### src/rtl/mem_resp_router_if.sv
// Bundle for the return path of the memory port: the issue-side tag handshake,
// the memory response channel and the two requester response channels.
interface mem_resp_router_if #(
    parameter int n = 32
);
    logic         iss_valid;
    logic         iss_sel;
    logic         iss_ready;
    logic         rsp_valid;
    logic [n-1:0] rsp_data;
    logic         rsp_ready;
    logic         a_valid;
    logic [n-1:0] a_data;
    logic         a_ready;
    logic         b_valid;
    logic [n-1:0] b_data;
    logic         b_ready;

    // Issue logic, memory and the two requesters together drive this side
    modport master (
        output iss_valid, iss_sel, rsp_valid, rsp_data, a_ready, b_ready,
        input  iss_ready, rsp_ready, a_valid, a_data, b_valid, b_data
    );

    modport slave (
        input  iss_valid, iss_sel, rsp_valid, rsp_data, a_ready, b_ready,
        output iss_ready, rsp_ready, a_valid, a_data, b_valid, b_data
    );
endinterface

### src/rtl/mem_resp_router.sv
// Steers in-order memory responses to port A (fetch) or port B (load/store)
// using a FIFO of 1-bit destination tags pushed at request issue.
module mem_resp_router #(
    parameter int n     = 32,
    parameter int DEPTH = 4
) (
    input  logic                         clk,
    input  logic                         rst,
    mem_resp_router_if.slave             bus,
    output logic [$clog2(DEPTH+1)-1:0]   outstanding,
    output logic                         orphan_err
);
    localparam int PW = $clog2(DEPTH);
    localparam int CW = $clog2(DEPTH + 1);

    logic [DEPTH-1:0] tag_r;
    logic [PW-1:0]    wr_ptr_r;
    logic [PW-1:0]    rd_ptr_r;
    logic [CW-1:0]    count_r;
    logic             orphan_r;

    logic [CW-1:0]    count_next_s;
    logic [n-1:0]     rsp_data_s;
    logic             empty_s;
    logic             full_s;
    logic             head_s;
    logic             push_s;
    logic             pop_s;
    logic             orphan_s;

    assign empty_s    = (count_r == CW'(0));
    assign full_s     = (count_r == CW'(DEPTH));
    assign head_s     = tag_r[rd_ptr_r];
    assign rsp_data_s = bus.rsp_data;

    // A full FIFO refuses the push even if a pop frees a slot this cycle
    assign push_s   = bus.iss_valid && !full_s;
    assign pop_s    = bus.rsp_valid && bus.rsp_ready && !empty_s;
    assign orphan_s = bus.rsp_valid && empty_s;

    assign bus.iss_ready = !full_s;
    assign bus.a_data    = rsp_data_s;
    assign bus.b_data    = rsp_data_s;
    assign outstanding   = count_r;
    assign orphan_err    = orphan_r;

    // Steer the response by the head tag; with no tag held, swallow it
    always_comb begin
        bus.a_valid   = 1'b0;
        bus.b_valid   = 1'b0;
        bus.rsp_ready = 1'b1;
        if (empty_s) begin
            bus.a_valid   = 1'b0;
            bus.b_valid   = 1'b0;
            bus.rsp_ready = 1'b1;
        end else begin
            bus.a_valid   = bus.rsp_valid && !head_s;
            bus.b_valid   = bus.rsp_valid && head_s;
            bus.rsp_ready = head_s ? bus.b_ready : bus.a_ready;
        end
    end

    // Occupancy update for push, pop, both or neither
    always_comb begin
        count_next_s = count_r;
        case ({push_s, pop_s})
            2'b10:   count_next_s = count_r + CW'(1);
            2'b01:   count_next_s = count_r - CW'(1);
            default: count_next_s = count_r;
        endcase
    end

    // Tag storage, wrapping pointers, occupancy and sticky orphan flag
    always_ff @(posedge clk) begin
        if (rst) begin
            tag_r    <= '0;
            wr_ptr_r <= '0;
            rd_ptr_r <= '0;
            count_r  <= '0;
            orphan_r <= 1'b0;
        end else begin
            if (push_s) begin
                tag_r[wr_ptr_r] <= bus.iss_sel;
                wr_ptr_r        <= wr_ptr_r + PW'(1);
            end
            if (pop_s) begin
                rd_ptr_r <= rd_ptr_r + PW'(1);
            end
            count_r <= count_next_s;
            if (orphan_s) begin
                orphan_r <= 1'b1;
            end
        end
    end
endmodule

### src/flat_wrapper.sv
// flat-port wrapper written by rule: the top's interface ports become plain ports
module mem_resp_router_flat 
#(
    parameter int n     = 32,
    parameter int DEPTH = 4
)
  (clk, rst, outstanding, orphan_err, bus_iss_valid, bus_iss_sel, bus_rsp_valid, bus_rsp_data, bus_a_ready, bus_b_ready, bus_iss_ready, bus_rsp_ready, bus_a_valid, bus_a_data, bus_b_valid, bus_b_data);
  mem_resp_router_if #(.n(n)) bus_i ();
  input  logic clk;
  input  logic rst;
  output logic [$clog2(DEPTH+1)-1:0] outstanding;
  output logic orphan_err;
  input wire logic [$bits(bus_i.iss_valid)-1:0] bus_iss_valid;
  input wire logic [$bits(bus_i.iss_sel)-1:0] bus_iss_sel;
  input wire logic [$bits(bus_i.rsp_valid)-1:0] bus_rsp_valid;
  input wire logic [$bits(bus_i.rsp_data)-1:0] bus_rsp_data;
  input wire logic [$bits(bus_i.a_ready)-1:0] bus_a_ready;
  input wire logic [$bits(bus_i.b_ready)-1:0] bus_b_ready;
  output wire logic [$bits(bus_i.iss_ready)-1:0] bus_iss_ready;
  output wire logic [$bits(bus_i.rsp_ready)-1:0] bus_rsp_ready;
  output wire logic [$bits(bus_i.a_valid)-1:0] bus_a_valid;
  output wire logic [$bits(bus_i.a_data)-1:0] bus_a_data;
  output wire logic [$bits(bus_i.b_valid)-1:0] bus_b_valid;
  output wire logic [$bits(bus_i.b_data)-1:0] bus_b_data;
  assign bus_i.iss_valid = bus_iss_valid;
  assign bus_i.iss_sel = bus_iss_sel;
  assign bus_i.rsp_valid = bus_rsp_valid;
  assign bus_i.rsp_data = bus_rsp_data;
  assign bus_i.a_ready = bus_a_ready;
  assign bus_i.b_ready = bus_b_ready;
  assign bus_iss_ready = bus_i.iss_ready;
  assign bus_rsp_ready = bus_i.rsp_ready;
  assign bus_a_valid = bus_i.a_valid;
  assign bus_a_data = bus_i.a_data;
  assign bus_b_valid = bus_i.b_valid;
  assign bus_b_data = bus_i.b_data;
  mem_resp_router #(.n(n), .DEPTH(DEPTH)) u_core (.clk(clk), .rst(rst), .bus(bus_i), .outstanding(outstanding), .orphan_err(orphan_err));
endmodule
### config.mk
export PLATFORM = sky130hd
export DESIGN_NAME = mem_resp_router_flat
export DESIGN_NICKNAME = d
export VERILOG_FILES = /design/src/rtl/mem_resp_router_if.sv /design/src/rtl/mem_resp_router.sv /design/src/flat_wrapper.sv
export SDC_FILE = /design/constraint.sdc
export NUM_CORES = 1
export LEC_CHECK = 0
export ABC_AREA = 1
export CORE_MARGIN = 2
export CORE_UTILIZATION = 32
export CTS_CLUSTER_DIAMETER = 50
export DETAILED_ROUTE_END_ITERATION = 10
export PLACE_DENSITY = 0.84
export SYNTH_ARGS = -nofsm -noshare
export SYNTH_HDL_FRONTEND = slang
export SYNTH_SLANG_ARGS = --single-unit
### constraint.sdc
create_clock -name clk -period 3 [get_ports clk]
set_input_delay 0.45 -clock clk [delete_from_list [all_inputs] [get_ports clk]]
set_output_delay 0.45 -clock clk [all_outputs]
set_load 0.005 [all_outputs]
-- Yosys cells after proc, flatten, opt, wreduce, memory -nomap -nowiden
Cells that the tools add are included.
- register bits after elaboration: 12
- input bits: 39
- output and inout bits: 72
- word-level logic and storage cells: 37
- add/sub/neg operators: 4
- magnitude comparators: 3
- equal/unequal tests: 3
- mux-type cells: 10
- reduce and logical (&&, ||, !) cells: 12
- operators by type and width (kind ; count):
    $logic_and 1x1->1 ; 7
    $lt 2x3->1 const B ; 2
    $mux 1 ; 6
    $pmux 3 s2 ; 1
    $add 2x1->2 const B ; 2
    $bwmux 4 ; 1
    $add 3x1->3 const B ; 1
    $eq 3x3->1 const B ; 1
    $logic_not 1->1 ; 3
    $logic_not 3->1 ; 1
    $sub 3x1->3 const B ; 1
    $bmux 1 s2 ; 1
    $demux 1 s2 ; 1
    $eq 2x1->1 const B ; 1
    $eq 2x2->1 const B ; 1
    $ge 2x1->1 const B ; 1
    $reduce_bool 2->1 ; 1

-- Longest topological paths before layout
- depth after elaboration: 8
- gate-level depth with buffers: 15

-- Worst setup path before layout
No wires, ideal clock.
- path type: register to register
- start point: reg u_core.rd_ptr_r[0]
- end point: reg u_core.count_r[2] (netlist: u_core.outstanding[2])
- setup time: 0.120 ns
- data arrival time: 1.789 ns
- path slack: 1.091 ns
- cell stages (with the launch flop): 16
- path buffers: 0
- clock period less this slack: 1.909 ns
- cell sequence: dfxtp_1 inv_2 nand2_1 nand3_2 nand2_2 nand2_2 nand2_2 nand2_2 inv_1 ha_1 inv_1 fa_1 a21oi_1 o21ai_1 o21ai_1 a21oi_1
- cells in the longest elaborated chain, start to end: 8
- elaborated cells on any way between the ends: 10
- classes of those cells: eq/ne: 2; mux: 5; reduce/logical: 3
- RTL lines (what ; RTL line ; source):
    start, declared ; mem_resp_router.sv:18 ; logic [PW-1:0] rd_ptr_r;
    start signal, assigned ; mem_resp_router.sv:87 ; rd_ptr_r <= rd_ptr_r + PW'(1);
    $bmux 1 s2 (*) ; mem_resp_router.sv:33 ; assign head_s = tag_r[rd_ptr_r];
    $mux 1 (not written as such) (*) ; mem_resp_router.sv:33 ;
    $mux 1 (*) ; mem_resp_router.sv:59 ; bus.rsp_ready = head_s ? bus.b_ready : bus.a_ready;
    $mux 1 (*) ; mem_resp_router.sv:52 ; if (empty_s) begin
    $logic_and 1x1->1 (*) (2 in series) ; mem_resp_router.sv:38 ; assign pop_s = bus.rsp_valid && bus.rsp_ready && !empty_s;
    named net u_core.pop_s ; mem_resp_router.sv:28 ; logic pop_s;
    $eq 2x1->1 or $eq 2x2->1 (tied branches) ; mem_resp_router.sv:66 ; case ({push_s, pop_s})
    $pmux 3 s2 or $reduce_bool 2->1 (tied branches) ; n/a ;
    end signal, assigned ; mem_resp_router.sv:89 ; count_r <= count_next_s;
    end, declared ; mem_resp_router.sv:19 ; logic [CW-1:0] count_r;
The timed path passes the listed nets; every way through them passes the cells marked *. The select of a mux whose other input is x is not followed.
A chain may end at the register's enable or synchronous reset.

-- Final worst setup path
- start point: in bus_rsp_valid
- end point: out bus_a_valid
- cells in the longest elaborated chain, start to end: 2
- RTL lines (what ; RTL line ; source):
    start, declared ; flat_wrapper.sv:15 ; input wire logic [$bits(bus_i.rsp_valid)-1:0] bus_rsp_valid;
    $logic_and 1x1->1 ; mem_resp_router.sv:57 ; bus.a_valid = bus.rsp_valid && !head_s;
    $mux 1 ; mem_resp_router.sv:52 ;
    end, declared ; flat_wrapper.sv:21 ; output wire logic [$bits(bus_i.a_valid)-1:0] bus_a_valid;
Every way passes these cells.

==> impl_summary.md <==
STA
On the final layout, the worst clock skew is 0.001956 ns. Setup repair after global routing left no endpoint under its margin. The final number of max-transition violations is 0.

The achievable frequency is around 430 MHz. The count of endpoints failing hold in the final timing report is 0. The relative slew slack is 70.49%. The transition at the pin with the smallest max-transition slack is 0.4393 ns. Setup violations remaining at the end of the flow were counted as 0. The post-route worst setup slack is slightly below 0.7 ns. The sum of negative setup slack is 0 ns. The worst hold slack is 0.4621 ns. Subtracting the final worst setup slack from the clock period gives 2.307 ns. The worst path uses between 70% and 80% of the clock period.

GRT
The number of global-route vias before repair is 616. The pin count of the biggest net entering global routing is 9. The number of antenna violations at the first check in global routing is 0. The residual overflow from global routing is 0. The wire length of the first global-routing pass is approximately 2700 microns. The total global routing track utilization is 8.545%.

Min path
In this run the most critical hold path is launched from u_core.orphan_err$_SDFFE_PP0P_. The min-delay analysis places its worst path in the category flip-flop to flip-flop.

Detailed routing
For this run, design rule violations remaining after detail routing come to 0. The mean routed wirelength per cell is around 11 microns. The count of vias placed by the detailed router is 624. The average via count per standard cell is around 4. The first detailed-routing pass ran for 4 iterations. The iteration-0 DRC count of the detailed router is 10. After detailed routing, the total wire length is ~1600 microns. Once detail routing completed, the nets flagged for antenna violations numbered 0.

Clock network
The total CTS buffers is 3. The clock network latency to the later pin of the worst-skew pair is 0.28 ns. The clock sink total is 12. The buffer count from post-CTS setup fixing is 0. The clock transition at the registers of the reported paths is ~0.07 ns. Hold repair after CTS inserted 0 buffers. The H-tree depth is 1. The maximum number of buffers from clock root to sink is 2. Gates resized during post-CTS repair numbered 0. TritonCTS built the clock tree. In this run the clock root is driven by a clkbuf_4.

Placement
Port buffering added 14 buffers. At the placement stage, the worst setup path has a slack of 0.5845 ns. Summing all placed instances gives a cell area of 854.6 sq um.

The HPWL after detailed placement is 1301 microns. The placer's final routability congestion estimate is 0.7401.

Setup path
Together, buffers and inverters on the worst path number 4. Along the worst path, the maximum fanout reaches 3. Among cell families on the critical path, the largest total delay comes from buffers and inverters. Data on the critical path is required at its endpoint by 2.55 ns. The critical path class is input port to output port. The startpoint identified for the worst register-to-register timing path is u_core.rd_ptr_r[0]$_SDFFE_PP0P_. The arrival time of data at the critical path endpoint is 1.86 ns.

Walking the worst path, the cells encountered are clkdlybuf4s50_1 > inv_1 > nor2_2 > inv_1 > a21oi_1 > clkdlybuf4s50_1. The largest single stage delay on the critical path is 0.52 ns. The slowest library cell on the worst path is clkdlybuf4s50_1. The type of destination of the critical path is an output port.

STA classifies the critical path startpoint as an input port. The launching element of the worst setup path is bus_rsp_valid.

Final layout
Compared with the post-synthesis result, the final layout area differs by -23.14%. The ratio of cells with drive above 1 in the final layout is between 10% and 20%. 0 antenna diodes ended up in the layout. The finished cells cover 877.1 sq um. The net count of the finished layout is 153.

Pwr
The share of power burned in registers is approximately 45%. For this design the static power due to leakage is approximately 0.35 nW. The fraction of power spent switching nets is 32.02%. VDD sags by at most about 0.093 mV. The clock network accounts for 23.8% of the total power. The total net switching power is 0.1342 mW.

The relative contribution of combinational cells to total power is 31.4%. The overall power consumption is roughly 0.42 mW. The total power divided by cell area is 477.7 mW/mm^2. The cell-internal power is 0.2848 mW.

Floorplan
The I/O pin total is 111. The die covers between 0.004 and 0.005 sq mm. Measured along the x axis, the die boundary spans 63.72 microns. The effective utilization at floorplan is 33.67%.

The floorplan has 21 rows. The floorplan core area is around 0.0034 sq mm. The die is ~64 microns tall.

Synthesis
Summing the areas of all and, or, nand and nor instances in the mapped netlist gives 16.01% of the synthesized area. Summed over all instances, the cell type with the most area after synthesis is buf_4. By area the synthesized netlist is led by buf_4 42%, dfxtp_1 21%, a21oi_1 5.7%, ha_1 5.5%, nand2_1 5.3%. For this run, the number of Yosys warnings is 0. The synthesized instance count is between 150 and 200.

The synthesized-area fraction occupied by adder cells is roughly 7.2%. The largest family of logic cells by synthesized area is buffers and inverters. The number of flip-flops and latches in the synthesized netlist is 12. The area fraction in compound gates after synthesis is 7.895%.

The xor and xnor fraction of the mapped netlist area is less than 1%. For this run, the register share of the synthesized area comes to 21.05%. The number of nets handed over by synthesis was 199. The area of the mapped netlist is 0.001141 sq mm. The average cell area after synthesis is 7.410 sq um.

The area share of the largest cell type after synthesis is about 42%. The distinct cell type count after synthesis is 19. Multiplexer cells account for 0% of the synthesized area.

Run status
The flow ran to the end, and the final reports show no timing, DRC or antenna violations.

Flow run
The tool flagged a number of max-cap violations equal to 0.
-- cells in the final DEF, fill, tap and decap left out --
| cell type | count |
|---|---|
| a21oi_1 | 13 |
| nor2_2 | 1 |
| clkdlybuf4s50_1 | 14 |
| ha_1 | 5 |
| inv_1 | 10 |
| fa_1 | 1 |
| clkbuf_4 | 3 |
| inv_2 | 4 |
| o21ai_1 | 4 |
| xor2_1 | 1 |
| o21ai_0 | 1 |
| nand3_1 | 7 |
| or2_1 | 1 |
| nand2_1 | 16 |
| dfxtp_1 | 12 |
| nor2_1 | 5 |
| nor3_1 | 1 |
| nand3_2 | 2 |
| nand2_2 | 5 |
-- power by group through the flow --
stage	Clock, mW	Sequential [mW]	Combinational [mW]
2_1_floorplan	0	0.190	0.144
3_3_place_gp	0	0.191	0.126
3_5_place_dp	0	0.191	0.132
4_1_cts	0.101	0.188	0.133
5_1_grt	0.112	0.189	0.149
6_report	0.0998	0.188	0.131
-- per-layer routing --
layer	part of all wire [%]	vias up	GRT usage (%)
met5	0	-	0
met4	5.0	0	8.152
met3	10	17	3.571
met2	44	25	11.97
met1	40	260	9.565
li1	-	322	-
-- sequential cells by signal (all words and copies together), names as in the netlist --
signal              count
u_core.tag_r            4
u_core.rd_ptr_r         2
u_core.wr_ptr_r         2
u_core.outstanding      3
u_core.orphan_err       1
-- area by class of cell --
class | instances | area, sq um
well taps | 46 | 57.56
multi-input cells | 63 | 364.1
fillers | 349 | 2512
flip-flops and latches | 12 | 240.2
inverters | 14 | 52.55
clock buffers | 3 | 22.52
repair buffers | 14 | 140.1
-- through the flow --
step,util [%],std cells
after floorplan,-,154
after CTS,25.88,152
after global placement,25.21,149
after global routing,25.88,152
final,25.88,152
after detailed placement,25.21,149
-- kinds of logic after synthesis --
kind of cell | Yosys count
flip-flops | 12
adder cells (fa/ha/maj) | 6
buffers and inverters | 79
AND/OR/NAND/NOR | 38
XOR/XNOR | 1
AO/OA/AOI/OAI | 18
-- synth_stat cells (all sizes together) --
library cell / instances
o21ai: 5
nand3: 9
buf: 64
a21oi: 13
clkbuf: 1
dfxtp: 12
nor2: 6
nand2: 21
inv: 14
nor3: 1
fa: 1
or2: 1
xor2: 1
ha: 5
-- worst min-delay path: stages (launching register included) --
cell	delay [ns]
dfxtp_1	0.31
inv_1	0.05
a21oi_1	0.05
-- path summary, 6_finish.rpt --
kind	slack, ns	cells past startpoint	to
worst min-delay path	0.46	2	u_core.orphan_err$_SDFFE_PP0P_
worst max register to register	0.90	15	u_core.outstanding[2]$_SDFFE_PP0P_
worst max-delay path	0.69	6	bus_a_valid
worst min register to register	0.46	2	u_core.orphan_err$_SDFFE_PP0P_
Power figures use the tool's default switching activity.
